File: src/rtl/rgb2ycbcr_package.sv
// Shared types for the RGB->YCbCr pipeline: pixel layout and the packer FSM states.
package rgb2ycbcr_package;

  localparam int unsigned CHANNEL_WIDTH = 8;
  localparam int unsigned NB_CHANNELS   = 3;
  localparam int unsigned PIXEL_WIDTH   = NB_CHANNELS * CHANNEL_WIDTH;

  // Little-endian memory layout: byte 0 = B, byte 1 = G, byte 2 = R.
  typedef struct packed {
    logic [CHANNEL_WIDTH-1:0] r;
    logic [CHANNEL_WIDTH-1:0] g;
    logic [CHANNEL_WIDTH-1:0] b;
  } rgb_struct;

  typedef enum logic {
    PACK_FILL,
    PACK_FULL
  } pack_state_t;

endpackage

File: src/rtl/hwpe_stream_intf_stream.sv
// HWPE stream handshake bundle: a beat transfers on a cycle where valid && ready;
// once valid is raised, data/strb/valid hold steady until that transfer.
interface hwpe_stream_intf_stream #(
  parameter int unsigned DATA_WIDTH = 32,
  parameter int unsigned STRB_WIDTH = DATA_WIDTH / 8
);

  logic                  valid;
  logic                  ready;
  logic [DATA_WIDTH-1:0] data;
  logic [STRB_WIDTH-1:0] strb;

  modport source (output valid, output data, output strb, input ready);
  modport sink   (input valid, input data, input strb, output ready);

endinterface

File: src/rtl/hwpe_rgb_stream_packer.sv
// Packs narrow 24-bpp RGB memory words into wide pixel beats for the colour converter,
// with an end-of-frame flush that emits a partial beat with zeroed unused slots.
module hwpe_rgb_stream_packer
  import rgb2ycbcr_package::*;
#(
  parameter int unsigned IN_WIDTH  = 32,
  parameter int unsigned OUT_WIDTH = 96
) (
  input  logic                   clk,
  input  logic                   rst_n,
  input  logic                   clear,
  input  logic                   flush,
  hwpe_stream_intf_stream.sink   rgb_in,
  hwpe_stream_intf_stream.source rgb_out,
  output logic                   busy
);

  localparam int unsigned RATIO    = OUT_WIDTH / IN_WIDTH;
  localparam int unsigned IN_STRB  = IN_WIDTH / 8;
  localparam int unsigned OUT_STRB = OUT_WIDTH / 8;
  localparam int unsigned IDX_W    = (RATIO > 1) ? $clog2(RATIO) : 1;
  localparam logic [IDX_W-1:0] LAST_IDX = IDX_W'(RATIO - 1);

  if ((OUT_WIDTH % IN_WIDTH != 0) || (OUT_WIDTH % PIXEL_WIDTH != 0)) begin : g_bad_widths
    $error("hwpe_rgb_stream_packer: OUT_WIDTH must be a multiple of IN_WIDTH and PIXEL_WIDTH");
  end

  pack_state_t          state_q;
  logic [IDX_W-1:0]     idx_q;
  logic [OUT_WIDTH-1:0] data_q;
  logic [OUT_STRB-1:0]  strb_q;
  logic                 in_hs;
  logic                 out_hs;
  logic                 close_beat;

  assign rgb_in.ready  = (state_q == PACK_FILL) || rgb_out.ready;
  assign rgb_out.valid = (state_q == PACK_FULL);
  assign rgb_out.data  = data_q;
  assign rgb_out.strb  = strb_q;
  assign busy          = (idx_q != '0) || (state_q == PACK_FULL);

  assign in_hs      = rgb_in.valid && rgb_in.ready;
  assign out_hs     = (state_q == PACK_FULL) && rgb_out.ready;
  assign close_beat = (in_hs && (idx_q == LAST_IDX)) || (flush && (in_hs || (idx_q != '0)));

  // Slots at or above idx are kept at zero while filling, so a flushed beat
  // needs no extra masking of its unused slots.
  always_ff @(posedge clk or negedge rst_n) begin
    if (!rst_n) begin
      state_q <= PACK_FILL;
      idx_q   <= '0;
      data_q  <= '0;
      strb_q  <= '0;
    end else if (clear) begin
      state_q <= PACK_FILL;
      idx_q   <= '0;
      data_q  <= '0;
      strb_q  <= '0;
    end else begin
      unique case (state_q)
        PACK_FILL: begin
          if (in_hs) begin
            for (int unsigned s = 0; s < RATIO; s++) begin
              if (idx_q == IDX_W'(s)) begin
                data_q[s*IN_WIDTH +: IN_WIDTH] <= rgb_in.data;
                strb_q[s*IN_STRB +: IN_STRB]   <= rgb_in.strb;
              end
            end
          end
          if (close_beat) begin
            state_q <= PACK_FULL;
            idx_q   <= '0;
          end else if (in_hs) begin
            idx_q <= idx_q + 1'b1;
          end
        end
        PACK_FULL: begin
          if (out_hs) begin
            if (rgb_in.valid) begin
              // Back-to-back: the incoming word starts the next beat in slot 0.
              data_q  <= OUT_WIDTH'(rgb_in.data);
              strb_q  <= OUT_STRB'(rgb_in.strb);
              state_q <= (RATIO == 1) ? PACK_FULL : PACK_FILL;
              idx_q   <= (RATIO == 1) ? '0 : IDX_W'(1);
            end else begin
              data_q  <= '0;
              strb_q  <= '0;
              state_q <= PACK_FILL;
              idx_q   <= '0;
            end
          end
        end
        default: state_q <= PACK_FILL;
      endcase
    end
  end

endmodule

File: src/flat_wrapper.sv
// flat-port wrapper written by rule: the top's interface ports become plain ports
module hwpe_rgb_stream_packer_flat import rgb2ycbcr_package::*;
#(
  parameter int unsigned IN_WIDTH  = 32,
  parameter int unsigned OUT_WIDTH = 96
)
  (clk, rst_n, clear, flush, busy, rgb_in_valid, rgb_in_data, rgb_in_strb, rgb_in_ready, rgb_out_valid, rgb_out_data, rgb_out_strb, rgb_out_ready);
  hwpe_stream_intf_stream #(.DATA_WIDTH((32))) rgb_in_i ();
  hwpe_stream_intf_stream #(.DATA_WIDTH((96))) rgb_out_i ();
  input  logic clk;
  input  logic rst_n;
  input  logic clear;
  input  logic flush;
  output logic busy;
  input wire logic [$bits(rgb_in_i.valid)-1:0] rgb_in_valid;
  input wire logic [$bits(rgb_in_i.data)-1:0] rgb_in_data;
  input wire logic [$bits(rgb_in_i.strb)-1:0] rgb_in_strb;
  output wire logic [$bits(rgb_in_i.ready)-1:0] rgb_in_ready;
  output wire logic [$bits(rgb_out_i.valid)-1:0] rgb_out_valid;
  output wire logic [$bits(rgb_out_i.data)-1:0] rgb_out_data;
  output wire logic [$bits(rgb_out_i.strb)-1:0] rgb_out_strb;
  input wire logic [$bits(rgb_out_i.ready)-1:0] rgb_out_ready;
  assign rgb_in_i.valid = rgb_in_valid;
  assign rgb_in_i.data = rgb_in_data;
  assign rgb_in_i.strb = rgb_in_strb;
  assign rgb_in_ready = rgb_in_i.ready;
  assign rgb_out_valid = rgb_out_i.valid;
  assign rgb_out_data = rgb_out_i.data;
  assign rgb_out_strb = rgb_out_i.strb;
  assign rgb_out_i.ready = rgb_out_ready;
  hwpe_rgb_stream_packer #(.IN_WIDTH(IN_WIDTH), .OUT_WIDTH(OUT_WIDTH)) u_core (.clk(clk), .rst_n(rst_n), .clear(clear), .flush(flush), .rgb_in(rgb_in_i), .rgb_out(rgb_out_i), .busy(busy));
endmodule
File: config.mk
export PLATFORM = sky130hd
export DESIGN_NAME = hwpe_rgb_stream_packer_flat
export DESIGN_NICKNAME = d
export VERILOG_FILES = /design/src/rtl/rgb2ycbcr_package.sv /design/src/rtl/hwpe_stream_intf_stream.sv /design/src/rtl/hwpe_rgb_stream_packer.sv /design/src/flat_wrapper.sv
export SDC_FILE = /design/constraint.sdc
export NUM_CORES = 1
export LEC_CHECK = 0
export CORE_ASPECT_RATIO = 0.7
export CORE_MARGIN = 2
export CORE_UTILIZATION = 25
export DETAILED_ROUTE_END_ITERATION = 16
export GPL_ROUTABILITY_DRIVEN = 0
export PLACE_DENSITY = 0.59
export SKIP_CTS_REPAIR_TIMING = 1
export SYNTH_ARGS = -nofsm -noshare
export SYNTH_HDL_FRONTEND = slang
export SYNTH_SLANG_ARGS = --single-unit
export TNS_END_PERCENT = 10
File: constraint.sdc
create_clock -name clk -period 2.12 [get_ports clk]
set_clock_uncertainty 0.15 [all_clocks]
set_input_delay 0.212 -clock clk [delete_from_list [all_inputs] [get_ports clk]]
set_output_delay 0.212 -clock clk [all_outputs]
set_load 0.005 [all_outputs]
==> impl_metrics.tcl, run 1 <==
set metrics [dict create \
    startpoint_type "flop" \
    cts_root_buf "clkbuf_16" \
    use_met3 0.0581 \
    final_common_cell "clkdlybuf4s50_1" \
    nets 543 \
    synth_top_area_frac 0.526 \
    clk_pin_slew_ns 0.07 \
    clock-sinks 111 \
    cp_slowest_cell "dfrtp_1" \
    drc_errors 0 \
    path_buf_inv 2 \
    seqPwrFrac 0.434 \
    cp_top_family "buffers and inverters" \
    combinationalPowerShare 0.271 \
    intPower_mw 4.39 \
    pwr-share-clk 0.295 \
    async_reset_ff_frac 1.00 \
    p_per_area_nw_per_um2 798 \
    synth_edf_count 0 \
    netlist_area_um2 5280 \
    drt-vias-per-instance 4.22 \
    worstSetupPathType "flop to output port" \
    initial_utilization 0.254 \
    synth-seq-cells 111 \
    leakage_nw 3.38 \
    firstDrtPassIters 4 \
    drv_cap 0 \
    reg2regPathDepth 5 \
    synth_cells 342 \
    fin_ws_ns 0.114 \
    grt_pass1_vias 3601 \
    holdPathStages 3 \
    reg2reg_slack_ns 0.34 \
    cts_tree "yes" \
    dp_slack_ns 0.114 \
    worstHoldPathType "input pin to flop" \
    yosysSeqAreaShare 0.526 \
    vias 3284 \
    cp.required_ns 1.76 \
    r2r-start "u_core.idx_q[0]" \
    layout_min_cycle_time_ns 2.01 \
    setup_tns_ns 0 \
    regToRegEndpoint "u_core.rgb_out.strb[8]" \
    drive_above_1_share 0.290 \
    io_buffer_count 152 \
    syn_nets 387 \
    endpoint_kind "output port" \
    use_met2 0.178 \
    worstSetupStartpoint "u_core.rgb_out.valid" \
    rows 44 \
    ys_top_cells_by_area "dfrtp_1 53%, mux2_4 26%, nor3b_1 5.1%" \
    antenna_found_initial 0 \
    hold_start "clear" \
    max_clock_freq_ghz 0.499 \
    grt_pass1_wl_um 21100 \
    ir_worst_vdd_v 0.000388 \
    tightest_slew_ns 0.468 \
    dp_hpwl_um 9580 \
    slowest_delay_ns 0.49 \
    yosys.area.top_type "dfrtp_1" \
    busiest_layer "met2" \
    cts_made_buffers 9 \
    die_w_um 178 \
    slew_headroom 0.688 \
    wire_per_inst_um 17.0 \
    pin_count 153 \
    core-area_um2 20800 \
    yosysWarnings 0 \
    p_switching_mw 1.53 \
    ys_types 24 \
    holdPathEnd "u_core.rgb_out.valid" \
    outcome "complete, no violations" \
    rsz0062_at_grt "no" \
    cp_max_fo 9 \
    die_y_um 126 \
    drtIter0Drc 93 \
    area_growth_pct 40.3 \
    design.die.area_um2 22300 \
    utilization 0.357 \
    final-max-slew-violation-count 0 \
    gr-usage-met1 0.168 \
    grt_max_degree 52 \
    final_antenna_net_count 0 \
    path_cells "nor2b_1 -> inv_1 -> clkdlybuf4s50_1" \
    switching_share 0.258 \
    hold-worst-slack_ns 0.0652 \
    critPathArrivalTime_ns 1.64 \
    htree_levels 3 \
    grt_use_total 0.124 \
    fin_crit_sh 0.946 \
    grt.overflow.total 0 \
    num_antenna_cells 0 \
    num-fill-cells 1982 \
    setup_viol 0 \
    final_cell_mix "150 x clkdlybuf4s50_1, 111 x dfrtp_1, 90 x mux2_4, 36 x and2_1, 36 x nor3b_1" \
    insertion_delay_ns 0.34 \
    avgSynthCellArea_um2 15.4 \
    hold_viol 0 \
    synth_ff_type "dfrtp_1" \
    clock_path_buffers 2 \
    wl_um 13300 \
]
[per-layer routing]
| layer | vias to the layer above | part of all wire |
|---|---|---|
| met3 | 9 | 0.099 |
| li1 | 1500 | - |
| met2 | 110 | 0.42 |
| met1 | 1665 | 0.47 |
| met5 | - | 0 |
| met4 | 0 | 0.0088 |
[cell families after synthesis]
group,synth area share
AND/OR/NAND/NOR,0.102
buffers and inverters,0.0528
adder cells (fa/ha/maj),0.00711
multiplexers,0.296
AO/OA/AOI/OAI,0.0161
flip-flops,0.526
[tightest hold or removal path, stage by stage]
cell and delay, ns:
buf_2 0.11, a21o_1 0.15, a31oi_1 0.05
[cell usage after synthesis, types with 2 or more instances]
| cell type | count |
|---|---|
| dfrtp_1 | 111 |
| mux2_4 | 90 |
| and2_1 | 36 |
| nor3b_1 | 36 |
| mux2_2 | 18 |
| buf_12 | 9 |
| a21o_1 | 6 |
| clkbuf_1 | 6 |
| buf_2 | 4 |
| inv_1 | 4 |
| buf_6 | 3 |
| ha_1 | 3 |
| nor2b_1 | 3 |
| nand2b_1 | 2 |
| nor2_1 | 2 |
[metrics by stage]
stage,power (mW),cells,instance area [µm²]
final,5.91,779,7410
after detailed placement,4.22,762,7090
after global placement,4.19,762,7090
after floorplan,3.37,342,5280
after global routing,6.24,779,7410
after CTS,6.01,778,7400
[final cells by class]
class	count	area (µm²)	area share
Clock buffer	10	239	0.0323
Clock inverter	6	68.8	0.00929
Inverter	4	15.0	0.00203
Multi-Input combinational cell	204	2240	0.302
Sequential cell	111	2780	0.375
Tap cell	276	345	0.0466
Timing Repair Buffer	168	1720	0.233
[worst max-delay path by stage]
stage / cells past startpoint / end / slack, ns
2_1_floorplan: 5 / u_core.rgb_out.data[10] / 0.48
3_3_place_gp: 5 / u_core.rgb_out.strb[11] / 0.13
3_5_place_dp: 5 / u_core.rgb_out.strb[10] / 0.11
4_1_cts: 3 / rgb_in_ready / 0.08
5_1_grt: 3 / rgb_in_ready / 0.02
6_report: 3 / rgb_in_ready / 0.11
[power groups by stage]
stage               registers, mW  clock network (mW)  logic [mW]
detailed placement           2.60                   0        1.61
CTS                          2.57                1.81        1.62
global route                 2.61                1.92        1.72
global placement             2.60                   0        1.59
floorplan                    2.59                   0       0.786
finish                       2.57                1.74        1.60
[sequential cells by signal, indices dropped and copies added (netlist names)]
signal / flops
u_core.idx_q: 2
u_core.rgb_out.data: 96
u_core.rgb_out.strb: 12
u_core.rgb_out.valid: 1
Note: power is estimated with default switching activity, not from simulation.
==> inputs of run 2 (changes only) <==
Settings changed: ABC_CLOCK_PERIOD_IN_PS set to 2120, CTS_CLUSTER_SIZE set to 12.
==> results of run 2 <==
No change in the layout: final DEF, timing and power equal those of run 1.
